## src/rtl/sample_pos_engine_if.sv

```systemverilog
// Bus bundle for the sample position engine: host write port, advance
// request port and the registered result port.
interface sample_pos_engine_if #(
  parameter int CHANNELS  = 8,
  parameter int POS_WIDTH = 16,
  parameter int INC_WIDTH = 12
);
  localparam int CH_WIDTH = $clog2(CHANNELS);

  // Host write port
  logic                 wr_en;
  logic [CH_WIDTH-1:0]  wr_chan;
  logic [POS_WIDTH-1:0] wr_data;

  // Advance request port (one request per cycle, never stalled)
  logic                 adv_valid;
  logic [CH_WIDTH-1:0]  adv_chan;
  logic [INC_WIDTH-1:0] adv_inc;
  logic [POS_WIDTH-1:0] adv_limit;

  // Result port
  logic                 pos_valid;
  logic [CH_WIDTH-1:0]  pos_chan;
  logic [POS_WIDTH-1:0] pos_out;
  logic                 wrapped;

  // Requester side: drives writes and advances, observes results
  modport master (
    output wr_en, wr_chan, wr_data,
    output adv_valid, adv_chan, adv_inc, adv_limit,
    input  pos_valid, pos_chan, pos_out, wrapped
  );

  // Engine side
  modport slave (
    input  wr_en, wr_chan, wr_data,
    input  adv_valid, adv_chan, adv_inc, adv_limit,
    output pos_valid, pos_chan, pos_out, wrapped
  );
endinterface

```

## src/rtl/sample_pos_engine.sv

```systemverilog
// Multi-channel sample position engine. Each channel keeps a looping
// position; an advance adds an increment and wraps against a loop limit.
// Two-stage pipeline: stage 1 captures the request and the old position,
// stage 2 computes, writes back and registers the result. Same-channel
// back-to-back advances are forwarded so they accumulate; a host write
// always wins over both the stored value and the forwarded result.
module sample_pos_engine #(
  parameter int CHANNELS  = 8,
  parameter int POS_WIDTH = 16,
  parameter int INC_WIDTH = 12
) (
  input  logic                  clk,
  input  logic                  reset_n,
  sample_pos_engine_if.slave    bus
);
  localparam int CH_WIDTH  = $clog2(CHANNELS);
  localparam int SUM_WIDTH = POS_WIDTH + 1;

  // Wrap rule: {wrapped, new_position}. A zero limit, or an overshoot of
  // more than a full loop, collapses to position 0 with wrapped set.
  function automatic logic [POS_WIDTH:0] advance_calc(
    input logic [POS_WIDTH-1:0] old_pos,
    input logic [INC_WIDTH-1:0] inc,
    input logic [POS_WIDTH-1:0] limit
  );
    logic [SUM_WIDTH-1:0] sum;
    logic [SUM_WIDTH-1:0] lim_x;
    logic [SUM_WIDTH-1:0] over;
    logic [POS_WIDTH:0]   result;
    sum   = {1'b0, old_pos} + {{(SUM_WIDTH-INC_WIDTH){1'b0}}, inc};
    lim_x = {1'b0, limit};
    over  = sum - lim_x;
    if (limit == {POS_WIDTH{1'b0}}) begin
      result = {1'b1, {POS_WIDTH{1'b0}}};
    end else if (sum < lim_x) begin
      result = {1'b0, sum[POS_WIDTH-1:0]};
    end else if (over >= lim_x) begin
      result = {1'b1, {POS_WIDTH{1'b0}}};
    end else begin
      result = {1'b1, over[POS_WIDTH-1:0]};
    end
    return result;
  endfunction

  // Position storage (no reset; the init vector masks stale contents)
  logic [POS_WIDTH-1:0] mem_q [CHANNELS];
  logic [CHANNELS-1:0]  init_q;
  logic [CHANNELS-1:0]  init_d;

  // Stage 1
  logic                 s1_valid_q;
  logic [CH_WIDTH-1:0]  s1_chan_q;
  logic [INC_WIDTH-1:0] s1_inc_q;
  logic [POS_WIDTH-1:0] s1_limit_q;
  logic [POS_WIDTH-1:0] s1_old_q;
  logic [POS_WIDTH-1:0] s1_old_d;

  // Stage 2 compute
  logic [POS_WIDTH:0]   calc_s;
  logic [POS_WIDTH-1:0] new_s;
  logic                 wrap_s;
  logic                 host_hits_wb_s;

  // Registered outputs
  logic                 pos_valid_q;
  logic [CH_WIDTH-1:0]  pos_chan_q;
  logic [CH_WIDTH-1:0]  pos_chan_d;
  logic [POS_WIDTH-1:0] pos_out_q;
  logic [POS_WIDTH-1:0] pos_out_d;
  logic                 wrapped_q;
  logic                 wrapped_d;

  // Stage 2 arithmetic on the captured request
  always_comb begin
    calc_s = advance_calc(s1_old_q, s1_inc_q, s1_limit_q);
    new_s  = calc_s[POS_WIDTH-1:0];
    wrap_s = calc_s[POS_WIDTH];
  end

  // Host write to the channel being written back suppresses the writeback
  always_comb begin
    host_hits_wb_s = bus.wr_en && s1_valid_q && (bus.wr_chan == s1_chan_q);
  end

  // Old-position select: host write, then in-flight result, then memory
  always_comb begin
    s1_old_d = {POS_WIDTH{1'b0}};
    if (bus.wr_en && (bus.wr_chan == bus.adv_chan)) begin
      s1_old_d = bus.wr_data;
    end else if (s1_valid_q && (s1_chan_q == bus.adv_chan)) begin
      s1_old_d = new_s;
    end else if (init_q[bus.adv_chan]) begin
      s1_old_d = mem_q[bus.adv_chan];
    end else begin
      s1_old_d = {POS_WIDTH{1'b0}};
    end
  end

  // Init bits: set by writeback and by host write
  always_comb begin
    init_d = init_q;
    if (s1_valid_q) begin
      init_d[s1_chan_q] = 1'b1;
    end else begin
      init_d = init_q;
    end
    if (bus.wr_en) begin
      init_d[bus.wr_chan] = 1'b1;
    end else begin
      init_d = init_d;
    end
  end

  // Result register next-state: update on a completing advance, else hold
  always_comb begin
    pos_chan_d = pos_chan_q;
    pos_out_d  = pos_out_q;
    wrapped_d  = wrapped_q;
    if (s1_valid_q) begin
      pos_chan_d = s1_chan_q;
      pos_out_d  = new_s;
      wrapped_d  = wrap_s;
    end else begin
      pos_chan_d = pos_chan_q;
      pos_out_d  = pos_out_q;
      wrapped_d  = wrapped_q;
    end
  end

  // Position memory writes; host data overrides a same-channel writeback
  always_ff @(posedge clk) begin
    if (bus.wr_en) begin
      mem_q[bus.wr_chan] <= bus.wr_data;
    end
    if (s1_valid_q && !host_hits_wb_s) begin
      mem_q[s1_chan_q] <= new_s;
    end
  end

  // Init vector register, cleared by reset so every channel reads zero
  always_ff @(posedge clk or negedge reset_n) begin
    if (!reset_n) begin
      init_q <= {CHANNELS{1'b0}};
    end else begin
      init_q <= init_d;
    end
  end

  // Stage 1 capture; reset drops any in-flight request
  always_ff @(posedge clk or negedge reset_n) begin
    if (!reset_n) begin
      s1_valid_q <= 1'b0;
      s1_chan_q  <= {CH_WIDTH{1'b0}};
      s1_inc_q   <= {INC_WIDTH{1'b0}};
      s1_limit_q <= {POS_WIDTH{1'b0}};
      s1_old_q   <= {POS_WIDTH{1'b0}};
    end else begin
      s1_valid_q <= bus.adv_valid;
      if (bus.adv_valid) begin
        s1_chan_q  <= bus.adv_chan;
        s1_inc_q   <= bus.adv_inc;
        s1_limit_q <= bus.adv_limit;
        s1_old_q   <= s1_old_d;
      end
    end
  end

  // Output registers
  always_ff @(posedge clk or negedge reset_n) begin
    if (!reset_n) begin
      pos_valid_q <= 1'b0;
      pos_chan_q  <= {CH_WIDTH{1'b0}};
      pos_out_q   <= {POS_WIDTH{1'b0}};
      wrapped_q   <= 1'b0;
    end else begin
      pos_valid_q <= s1_valid_q;
      pos_chan_q  <= pos_chan_d;
      pos_out_q   <= pos_out_d;
      wrapped_q   <= wrapped_d;
    end
  end

  assign bus.pos_valid = pos_valid_q;
  assign bus.pos_chan  = pos_chan_q;
  assign bus.pos_out   = pos_out_q;
  assign bus.wrapped   = wrapped_q;

endmodule

```

## src/flat_wrapper.sv

```systemverilog
// flat-port wrapper written by rule: the top's interface ports become plain ports
module sample_pos_engine_flat 
#(
  parameter int CHANNELS  = 8,
  parameter int POS_WIDTH = 16,
  parameter int INC_WIDTH = 12
)
  (clk, reset_n, bus_wr_en, bus_wr_chan, bus_wr_data, bus_adv_valid, bus_adv_chan, bus_adv_inc, bus_adv_limit, bus_pos_valid, bus_pos_chan, bus_pos_out, bus_wrapped);
  sample_pos_engine_if #(.CHANNELS(CHANNELS), .POS_WIDTH(POS_WIDTH), .INC_WIDTH(INC_WIDTH)) bus_i ();
  input  logic clk;
  input  logic reset_n;
  input wire logic [$bits(bus_i.wr_en)-1:0] bus_wr_en;
  input wire logic [$bits(bus_i.wr_chan)-1:0] bus_wr_chan;
  input wire logic [$bits(bus_i.wr_data)-1:0] bus_wr_data;
  input wire logic [$bits(bus_i.adv_valid)-1:0] bus_adv_valid;
  input wire logic [$bits(bus_i.adv_chan)-1:0] bus_adv_chan;
  input wire logic [$bits(bus_i.adv_inc)-1:0] bus_adv_inc;
  input wire logic [$bits(bus_i.adv_limit)-1:0] bus_adv_limit;
  output wire logic [$bits(bus_i.pos_valid)-1:0] bus_pos_valid;
  output wire logic [$bits(bus_i.pos_chan)-1:0] bus_pos_chan;
  output wire logic [$bits(bus_i.pos_out)-1:0] bus_pos_out;
  output wire logic [$bits(bus_i.wrapped)-1:0] bus_wrapped;
  assign bus_i.wr_en = bus_wr_en;
  assign bus_i.wr_chan = bus_wr_chan;
  assign bus_i.wr_data = bus_wr_data;
  assign bus_i.adv_valid = bus_adv_valid;
  assign bus_i.adv_chan = bus_adv_chan;
  assign bus_i.adv_inc = bus_adv_inc;
  assign bus_i.adv_limit = bus_adv_limit;
  assign bus_pos_valid = bus_i.pos_valid;
  assign bus_pos_chan = bus_i.pos_chan;
  assign bus_pos_out = bus_i.pos_out;
  assign bus_wrapped = bus_i.wrapped;
  sample_pos_engine #(.CHANNELS(CHANNELS), .POS_WIDTH(POS_WIDTH), .INC_WIDTH(INC_WIDTH)) u_core (.clk(clk), .reset_n(reset_n), .bus(bus_i));
endmodule
```

## config.mk

```make
export PLATFORM = sky130hd
export DESIGN_NAME = sample_pos_engine_flat
export DESIGN_NICKNAME = d
export VERILOG_FILES = /design/src/rtl/sample_pos_engine_if.sv /design/src/rtl/sample_pos_engine.sv /design/src/flat_wrapper.sv
export SDC_FILE = /design/constraint.sdc
export NUM_CORES = 1
export LEC_CHECK = 0
export BUFFER_PORTS_ARGS = -buffer_cell sky130_fd_sc_hd__buf_2
export CORE_UTILIZATION = 25
export CTS_CLUSTER_SIZE = 12
export DETAILED_ROUTE_END_ITERATION = 8
export GPL_ROUTABILITY_DRIVEN = 0
export SLEW_MARGIN = 10
export SYNTH_ARGS = -nofsm -noshare
export SYNTH_HDL_FRONTEND = slang
export SYNTH_SLANG_ARGS = --single-unit
```

## constraint.sdc

```tcl
create_clock -name clk -period 10.7 [get_ports clk]
set_clock_uncertainty 0.15 [all_clocks]
set_input_delay 1.605 -clock clk [delete_from_list [all_inputs] [get_ports clk]]
set_output_delay 1.605 -clock clk [all_outputs]
set_load 0.1 [all_outputs]
```

==> results of run 1 <==
state kept, by name (all words and copies together), names as in the netlist:
| register | cells |
|---|---|
| u_core.bus.pos_chan | 3 |
| u_core.s1_limit_q | 16 |
| u_core.bus.wrapped | 1 |
| u_core.s1_old_q | 16 |
| u_core.s1_chan_q | 3 |
| u_core.bus.pos_out | 16 |
| u_core.s1_inc_q | 12 |
| u_core.bus.pos_valid | 1 |
| u_core.mem_q | 128 |
| u_core.init_q | 8 |
| u_core.s1_valid_q | 1 |
power breakdown:
group          internal, mW  switching, mW  leakage [nW]
combinational         0.513           1.26          2.95
sequential            0.940         0.0453          2.07
clock                 0.463          0.346         0.376
critical path: stages, from the launching register on:
cell and delay, ps:
dfrtp_1 350, ha_1 200, inv_1 60, fa_1 390, nor2b_1 160, o31a_1 230
o41ai_4 110, o21ai_0 200, a21oi_1 110, xnor2_1 500, ha_1 370, a21oi_1 120
o21ai_0 120, a21oi_1 340, nand2_1 130, a21oi_1 190, xnor2_1 290, ha_1 340
nand2_1 90, a21oi_1 40, a211oi_1 260, a31oi_1 190, a2111oi_4 480, o2111a_1 770
a221oi_1 210, a211oi_1 240
Yosys cell counts, drive strengths merged (3+ instances only):
cell type | number | area share
nand2b | 10 | 0.0053
nor3 | 8 | 0.0044
nor2 | 52 | 0.017
a21o | 7 | 0.0045
nand3 | 20 | 0.0085
dfrtp | 77 | 0.16
inv | 53 | 0.017
buf | 30 | 0.012
o211ai | 4 | 0.0026
mux2 | 18 | 0.017
edfxtp | 128 | 0.33
xor2 | 4 | 0.0030
nor4 | 6 | 0.0032
mux2i | 16 | 0.014
clkbuf | 41 | 0.013
xnor2 | 27 | 0.020
o21a | 4 | 0.0026
o22ai | 22 | 0.012
a311o | 3 | 0.0026
a221oi | 16 | 0.016
nor2b | 6 | 0.0032
nand2 | 164 | 0.052
ha | 44 | 0.047
a31oi | 7 | 0.0037
a21oi | 32 | 0.015
nand4 | 7 | 0.0037
a22oi | 14 | 0.022
o21ai | 165 | 0.070
a22o | 8 | 0.0060
a21boi | 3 | 0.0019
mux4 | 34 | 0.065
or2 | 10 | 0.0053
a211oi | 17 | 0.014
area by class of cell:
class / instances / area (sq um) / share of cell area
inverters: 53 / 198.9 / 0.01473
diodes: 1 / 2.502 / 0.0001853
well taps: 607 / 759.5 / 0.05625
multi-input cells: 757 / 5554 / 0.4114
repair buffers: 84 / 447.9 / 0.03318
flip-flops and latches: 205 / 5771 / 0.4274
clock buffers: 35 / 671.9 / 0.04976
clock inverters: 9 / 96.34 / 0.007136
metrics by stage:
stage	total power, mW	setup WS, ps	instances
after floorplan	2.314	5213	1086
after global placement	2.723	4116	1706
after detailed placement	2.753	3944	1706
after CTS	3.574	3928	1750
after global routing	3.778	3371	1750
final	3.564	3933	1751
final timing paths:
kind	endpoint	slack (ps)	cells after the start
max	u_core.s1_old_q[0]	3930	25
min	u_core.init_q[4]	310	1
max reg2reg	u_core.s1_old_q[0]	3930	25
min reg2reg	u_core.init_q[4]	310	1
max in group asynchronous	u_core.bus.pos_out[11]	8510	2
min in group asynchronous	u_core.s1_limit_q[2]	790	1
layer usage:
layer  GRT usage  wire, um
met5           0         0
met4     0.02847       423
met1      0.2066     15980
met3     0.02827      2283
met2      0.2251     15430
kinds of logic after synthesis:
logic type	after synthesis	share of synthesized area
AO/OA/AOI/OAI	322	0.1920
AND/OR/NAND/NOR	290	0.1067
flip-flops	205	0.4900
buffers and inverters	124	0.04229
multiplexers	68	0.09583
adder cells (fa/ha/maj)	46	0.05015
XOR/XNOR	31	0.02306
==> results.sh, run 1 <==
export IMPL_status="completed"
export IMPL_whs_ps=314.5
export IMPL_grt_ovfl_total=0
export IMPL_end_kind="flip-flop"
export IMPL_finalSetupTns_ps=0
export IMPL_dr_pass1_iters=5
export IMPL_start_kind="flip-flop"
export IMPL_critical_path_arrival_ps=7060
export IMPL_coreArea_sq_mm=0.04646
export IMPL_die_h_um=219.0
export IMPL_synthFlopType="edfxtp_1"
export IMPL_drive_gt1_frac=0.1977
export IMPL_reg2reg_from="u_core.s1_old_q[0]"
export IMPL_via_per_inst=4.997
export IMPL_setup_violations=0
export IMPL_period_share=0.6325
export IMPL_row_count=79
export IMPL_die_x_um=219.0
export IMPL_slew_violations=0
export IMPL_ys_warn_count=0
export IMPL_layout_commonest_cell="nand2_1"
export IMPL_boundaryPins=75
export IMPL_portBuffers=74
export IMPL_grt_pass1_wl_um=53340
export IMPL_final_cell_mix="nand2_1, edfxtp_1, o21ai_1, dfrtp_1, buf_2"
export IMPL_clk_latency_ps=550
export IMPL_ctsHoldBuffers=0
export IMPL_drt_total_wl_um=34120
export IMPL_synth_edff_count=128
export IMPL_routed_via_count=8749
export IMPL_initial_core_util=0.2535
export IMPL_fillers=4847
export IMPL_rsz0062_at_grt="no"
export IMPL_cts_tree="done"
export IMPL_antenna_found_initial=0
export IMPL_wl_per_cell_um=19.48
export IMPL_fin_util=0.2906
export IMPL_crit_fanout=15
export IMPL_cts_sink_count=205
export IMPL_netlist_area_sq_mm=0.01178
export IMPL_place_area_sq_mm=0.01273
export IMPL_clockRootBuffer="clkbuf_16"
export IMPL_ys_seq_area_frac=0.4900
export IMPL_numCtsBuffers=24
export IMPL_postSynthAreaPerCell_sq_um=10.84
export IMPL_area_growth_pct=14.65
export IMPL_post_cts_buffers=0
export IMPL_tightest_slew_ps=1101
export IMPL_p_leak_nw=5.401
export IMPL_slew_limit_headroom=0.2642
export IMPL_synthArstFlopShare=0.3756
export IMPL_clk_pin_slew_ps=60
export IMPL_min_path_type="flip-flop to flip-flop"
export IMPL_cts_resized=0
export IMPL_htreeDepth=1
export IMPL_setup_worst_path_start="u_core.s1_old_q[0]"
export IMPL_hp_start="u_core.init_q[4]"
export IMPL_synth_cell_types=63
export IMPL_die_area_sq_mm=0.04798
export IMPL_clock_fmax_mhz=147.8
export IMPL_final_hold_viol_count=0
export IMPL_crit_required_ps=10990
export IMPL_dp_hpwl_um=23820
export IMPL_fin_area_sq_mm=0.01350
export IMPL_peakVddDrop_mv=0.1728
export IMPL_clock_path_buffers=3
export IMPL_fin_crit_ps=6767
export IMPL_syn_inst=1086
export IMPL_drt_iter0_drc=899
export IMPL_worstSetupPathType="flip-flop to flip-flop"
export IMPL_grt_usage=0.1443
export IMPL_grt_start_max_net_pins=82
export IMPL_ant_nets=0
export IMPL_powerDensity_mw_per_mm2=264.0
export IMPL_cap_violations=0
export IMPL_syn_nets=1186
export IMPL_drc=0
export IMPL_grt_pass1_vias=8860
export IMPL_ys_seq_elements=205
export IMPL_nNetsFinal=1225
Note: power is estimated with default switching activity, not from simulation.
==> inputs of run 2 (changes only) <==
Clock period 10.7 ns to 5.82 ns, I/O delays scaled along.
==> run 2 against run 1 <==
Fmax is 18% higher; clock-buffer cell count unchanged; register-to-register slack lost 3800 ps; combinational power is 130% higher; sequential share of layout area is 2.2 points lower; highest routed layer is now met5.
==> results.sh, run 2 (synthesis gave the netlist of run 1 again) <==
export IMPL_grt_ovfl_total=0
export IMPL_clk_pin_slew_ps=70
export IMPL_grt_usage=0.1549
export IMPL_worstSetupPathType="flip-flop to flip-flop"
export IMPL_max_flop_register="u_core.mem_q"
export IMPL_cap_violations=0
export IMPL_setup_violations=0
export IMPL_fin_util=0.3067
export IMPL_cts_sink_count=205
export IMPL_status="completed"
export IMPL_fin_ws_ps=109.1
export IMPL_portBuffers=74
export IMPL_p_sw_mw=3.317
export IMPL_initial_core_util=0.2535
export IMPL_largest_register_ffs=128
export IMPL_grtUsageMet3=0.02855
export IMPL_coreArea_sq_mm=0.04646
export IMPL_gr_usage_met1=0.2138
export IMPL_peakVddDrop_mv=0.3910
export IMPL_p_total_mw=7.416
export IMPL_clkPwrFrac=0.203
export IMPL_place_ws_ps=7.435
export IMPL_tightest_slew_ps=1102
export IMPL_intPower_mw=4.099
export IMPL_die_area_sq_mm=0.04798
export IMPL_area_growth_pct=21.00
export IMPL_clock_fmax_mhz=175.1
export IMPL_die_h_um=219.0
export IMPL_final_cell_mix="nand2_1, edfxtp_1, o21ai_1, dfrtp_1, buf_2"
export IMPL_end_kind="flip-flop"
export IMPL_ant_nets=0
export IMPL_min_path_type="primary input to async pin"
export IMPL_crit_required_ps=6040
export IMPL_worstRegToRegCells=27
export IMPL_fin_crit_ps=5711
export IMPL_numCtsBuffers=24
export IMPL_clock_path_buffers=3
export IMPL_rsz0062_at_grt="yes"
export IMPL_wl_per_cell_um=20.77
export IMPL_row_count=79
export IMPL_period_share=0.9812
export IMPL_layout_commonest_cell="nand2_1"
export IMPL_grt_pass1_wl_um=55860
export IMPL_busiest_layer="met2"
export IMPL_slew_limit_headroom=0.2636
export IMPL_drt_total_wl_um=37620
export IMPL_htreeDepth=1
export IMPL_drc=0
export IMPL_combPwrFrac=0.551
export IMPL_slew_violations=0
export IMPL_final_hold_viol_count=0
export IMPL_grt_pass1_vias=9041
export IMPL_dp_hpwl_um=25110
export IMPL_powerDensity_mw_per_mm2=520.5
export IMPL_cts_tree="done"
export IMPL_swShare=0.4473
export IMPL_clk_latency_ps=560
export IMPL_die_x_um=219.0
export IMPL_drive_gt1_frac=0.2812
export IMPL_ctsHoldBuffers=0
export IMPL_dr_pass1_iters=5
export IMPL_p_leak_nw=5.757
export IMPL_start_kind="flip-flop"
export IMPL_nNetsFinal=1284
export IMPL_use_met2=0.2446
export IMPL_antenna_found_initial=2
export IMPL_boundaryPins=75
export IMPL_routed_via_count=9254
export IMPL_crit_fanout=6
export IMPL_grt_start_max_net_pins=81
export IMPL_via_per_inst=5.110
export IMPL_drt_iter0_drc=900
export IMPL_power_frac_seq=0.246
export IMPL_clockRootBuffer="clkbuf_16"
export IMPL_critical_path_arrival_ps=5940
## run 2: changes by cell type in the layout (fill, tap and decap cells not counted), moves of 5 or more
cell,change
buf_4,+49
o21ai_2,+18
o21ai_1,-15
a21oi_1,-10
a21oi_2,+9
buf_6,+5
## run 2: what timing repair did
item                       in CTS  in global routing
buffers inserted                0                 19
setup endpoints to repair       5                160
resized for setup               1                 62
pin swaps                       1                 39
gates cloned                    0                  2
## run 2: worst paths after layout
path,from,endpoint,slack [ps]
setup / recovery,u_core.s1_inc_q[0],u_core.mem_q[4][3],110
hold / removal,reset_n,u_core.s1_limit_q[0],50
setup reg to reg,u_core.s1_inc_q[0],u_core.mem_q[4][3],110
hold reg to reg,u_core.init_q[1],u_core.init_q[1],310
max in group asynchronous,reset_n,u_core.s1_inc_q[9],4360
min in group clk,u_core.init_q[1],u_core.init_q[1],310
## run 2: stage by stage
stage / TNS [ps] / std cells / cell area (sq um) / hold slack [ps]
after detailed placement: 0 / 1744 / 13070 / 299.8
final: 0 / 1811 / 14250 / 50.77
after floorplan: 0 / 1086 / 11780 / 201.9
after global routing: -4462 / 1809 / 14240 / 65.96
after CTS: 0 / 1788 / 13840 / 45.70
after global placement: 0 / 1744 / 13070 / 296.7
## run 2: critical path, cell delays in order (launching register included)
cell and delay, ps:
dfrtp_1 390, ha_2 210, inv_2 60, fa_2 210, nor2b_2 50, o31a_1 340, o41ai_4 390, o21ai_1 150
a21oi_2 160, xnor2_1 160, ha_1 320, a21oi_2 170, o21ai_2 80, a21oi_2 190, nand2_1 130, a21oi_2 200
xnor2_2 100, ha_1 340, nand2_2 90, a21oi_2 40, a211oi_2 230, a31oi_2 150, a2111oi_4 410, o211a_4 290
buf_12 140, a22oi_2 80, buf_6 180, o21ai_1 140
## run 2: layout make-up
type / count / area, sq um
Clock inverter: 9 / 112.6
Tap cell: 607 / 759.5
Sequential cell: 205 / 5771
Fill cell: 4782 / 32210
Multi-Input combinational cell: 757 / 5784
Antenna cell: 2 / 5.005
Timing Repair Buffer: 143 / 957.2
Clock buffer: 35 / 661.9
Inverter: 53 / 198.9
## run 2: power groups by stage
stage / Combinational, mW / Sequential [mW] / Clock, mW
2_1_floorplan: 2.04 / 2.21 / 0
3_3_place_gp: 3.58 / 1.85 / 0
3_5_place_dp: 3.61 / 1.85 / 0
4_1_cts: 3.64 / 1.82 / 1.53
5_1_grt: 4.35 / 1.84 / 1.57
6_report: 4.09 / 1.82 / 1.51
## run 2: per-layer routing
metal  vias to the layer above  routed length, um  share of wire
met2                       372              17000           0.45
met3                        76               2849          0.076
met4                         2               1124          0.030
li1                       4235                  -              -
met1                      4569              16630           0.44
met5                         -                 17        0.00045
==> inputs of run 3 (changes only) <==
Settings changed: CORE_UTILIZATION 25 to 51, PLACE_DENSITY_LB_ADDON set to 0.05.
==> run 3 against run 2 <==
Clock power rose by 4%; utilization rose by 31 points; fmax barely moved; hold slack improved by 71 ps; clock-buffer cell count fell by 2; setup slack improved by 3.3 ps; sequential power barely moved; sequential share of layout area rose by 0.62 points; cell area fell by 1.5%; combinational power rose by 5.1%; via count fell by 0.25%.
==> results.sh, run 3 (synthesis gave the netlist of run 1 again) <==
export IMPL_via_per_inst=6.208
export IMPL_max_flop_register="u_core.mem_q"
export IMPL_clockRootBuffer="clkbuf_16"
export IMPL_drc=0
export IMPL_final_hold_viol_count=0
export IMPL_drt_iter0_drc=662
export IMPL_fin_crit_ps=5708
export IMPL_die_x_um=154.0
export IMPL_initial_core_util=0.5201
export IMPL_tightest_slew_ps=1188
export IMPL_clock_path_buffers=3
export IMPL_slew_violations=0
export IMPL_dp_hpwl_um=22850
export IMPL_drt_total_wl_um=34930
export IMPL_setup_violations=0
export IMPL_grt_ovfl_total=0
export IMPL_area_growth_pct=19.17
export IMPL_die_h_um=154.0
export IMPL_min_path_type="primary input to async pin"
export IMPL_wl_per_cell_um=23.49
export IMPL_diodes=0
export IMPL_grt_pass1_vias=9042
export IMPL_crit_fanout=5
export IMPL_dr_pass1_iters=5
export IMPL_period_share=0.9807
export IMPL_start_kind="flip-flop"
export IMPL_powerDensity_mw_per_mm2=548.6
export IMPL_layout_area_seq_sq_mm=0.005771
export IMPL_clock_fmax_mhz=175.2
export IMPL_cap_violations=0
export IMPL_rsz0062_at_grt="yes"
export IMPL_grt_start_max_net_pins=50
export IMPL_row_count=55
export IMPL_peakVddDrop_mv=0.4142
export IMPL_status="completed"
export IMPL_whs_ps=121.9
export IMPL_worstSetupPathType="flip-flop to flip-flop"
export IMPL_portBuffers=74
export IMPL_final_cell_mix="nand2_1, edfxtp_1, o21ai_1, dfrtp_1, buf_2"
export IMPL_cts_sink_count=205
export IMPL_multi_input_area_sq_mm=0.005847
export IMPL_layout_commonest_cell="nand2_1"
export IMPL_htreeDepth=1
export IMPL_numCtsBuffers=24
export IMPL_crit_required_ps=6000
export IMPL_p_leak_nw=5.840
export IMPL_fillers=1865
export IMPL_largest_register_ffs=128
export IMPL_boundaryPins=75
export IMPL_die_area_sq_mm=0.02370
export IMPL_drive_gt1_frac=0.2920
export IMPL_coreArea_sq_mm=0.02264
export IMPL_ant_nets=0
export IMPL_grt_usage=0.2933
export IMPL_finalSetupTns_ps=0
export IMPL_clk_latency_ps=520
export IMPL_critical_path_arrival_ps=5890
export IMPL_slew_limit_headroom=0.2058
export IMPL_routed_via_count=9231
export IMPL_clk_pin_slew_ps=60
export IMPL_end_kind="flip-flop"
export IMPL_cts_tree="done"
export IMPL_grt_pass1_wl_um=52360
export IMPL_antenna_found_initial=1
export IMPL_nNetsFinal=1285
## run 3: final timing paths
kind	start	cells past startpoint	slack [ps]	end
setup reg to reg	u_core.s1_old_q[0]	27	110	u_core.mem_q[7][2]
hold / removal	reset_n	1	120	u_core.s1_limit_q[1]
min in group clk	u_core.init_q[2]	1	320	u_core.init_q[2]
setup / recovery	u_core.s1_old_q[0]	27	110	u_core.mem_q[7][2]
hold reg to reg	u_core.init_q[2]	1	320	u_core.init_q[2]
max in group asynchronous	reset_n	2	4360	u_core.bus.pos_out[14]
## run 3: report_power, final
part | leakage, nW | total, mW | internal (mW) | switching (mW)
Sequential | 2.07 | 1.82 | 1.73 | 0.0943
Combinational | 3.36 | 4.30 | 1.66 | 2.64
Clock | 0.407 | 1.57 | 0.966 | 0.609
## run 3: area by class of cell
| type | instances | area share |
|---|---|---|
| clock inverters | 10 | 0.009005 |
| clock buffers | 33 | 0.04957 |
| well taps | 285 | 0.02541 |
| flip-flops and latches | 205 | 0.4112 |
| repair buffers | 144 | 0.07400 |
| inverters | 53 | 0.01418 |
| multi-input cells | 757 | 0.4166 |
## run 3: layer usage
layer | up-vias | GRT usage | wire (um) | share of wire
met5 | - | 0 | 11 | 0.00031
met4 | 2 | 0.08190 | 791 | 0.023
met3 | 73 | 0.04566 | 2605 | 0.075
met2 | 399 | 0.5271 | 17700 | 0.51
met1 | 4528 | 0.3655 | 13830 | 0.40
li1 | 4229 | - | - | -
## run 3: critical path, cell delays in order (launching register included)
cell and delay, ps:
dfrtp_1 360, ha_2 210, inv_2 50, fa_2 400
nor2b_2 140, o31a_1 240, o21a_1 130, nor2_1 50
xnor2_1 160, ha_2 230, a211o_1 260, a311o_1 350
a21oi_2 210, o21bai_1 80, a21oi_1 170, xnor2_1 180
ha_1 300, nand3_1 160, a21oi_2 80, a211oi_2 240
a31oi_2 140, a2111oi_4 350, buf_4 190, buf_6 90
buf_6 100, a32oi_4 160, buf_12 210, o21ai_2 130
## run 3: what timing repair did
action	in CTS	in global routing
resized for setup	4	73
hold buffers	0	0
gates cloned	0	4
endpoints found under the setup margin	119	158
buffers inserted	4	17
pin swaps	5	47
## run 3: through the flow
stage	power (mW)	utilization	worst slack, ps	cells	instance area, sq um
after floorplan	4.254	-	333.0	1086	11780
after global placement	5.376	0.5583	134.4	1419	12640
after detailed placement	5.395	0.5583	-83.84	1419	12640
after CTS	7.051	0.5972	-0.9792	1466	13520
after global routing	8.026	0.6198	-116.8	1487	14030
final	7.699	0.6198	112.5	1487	14030
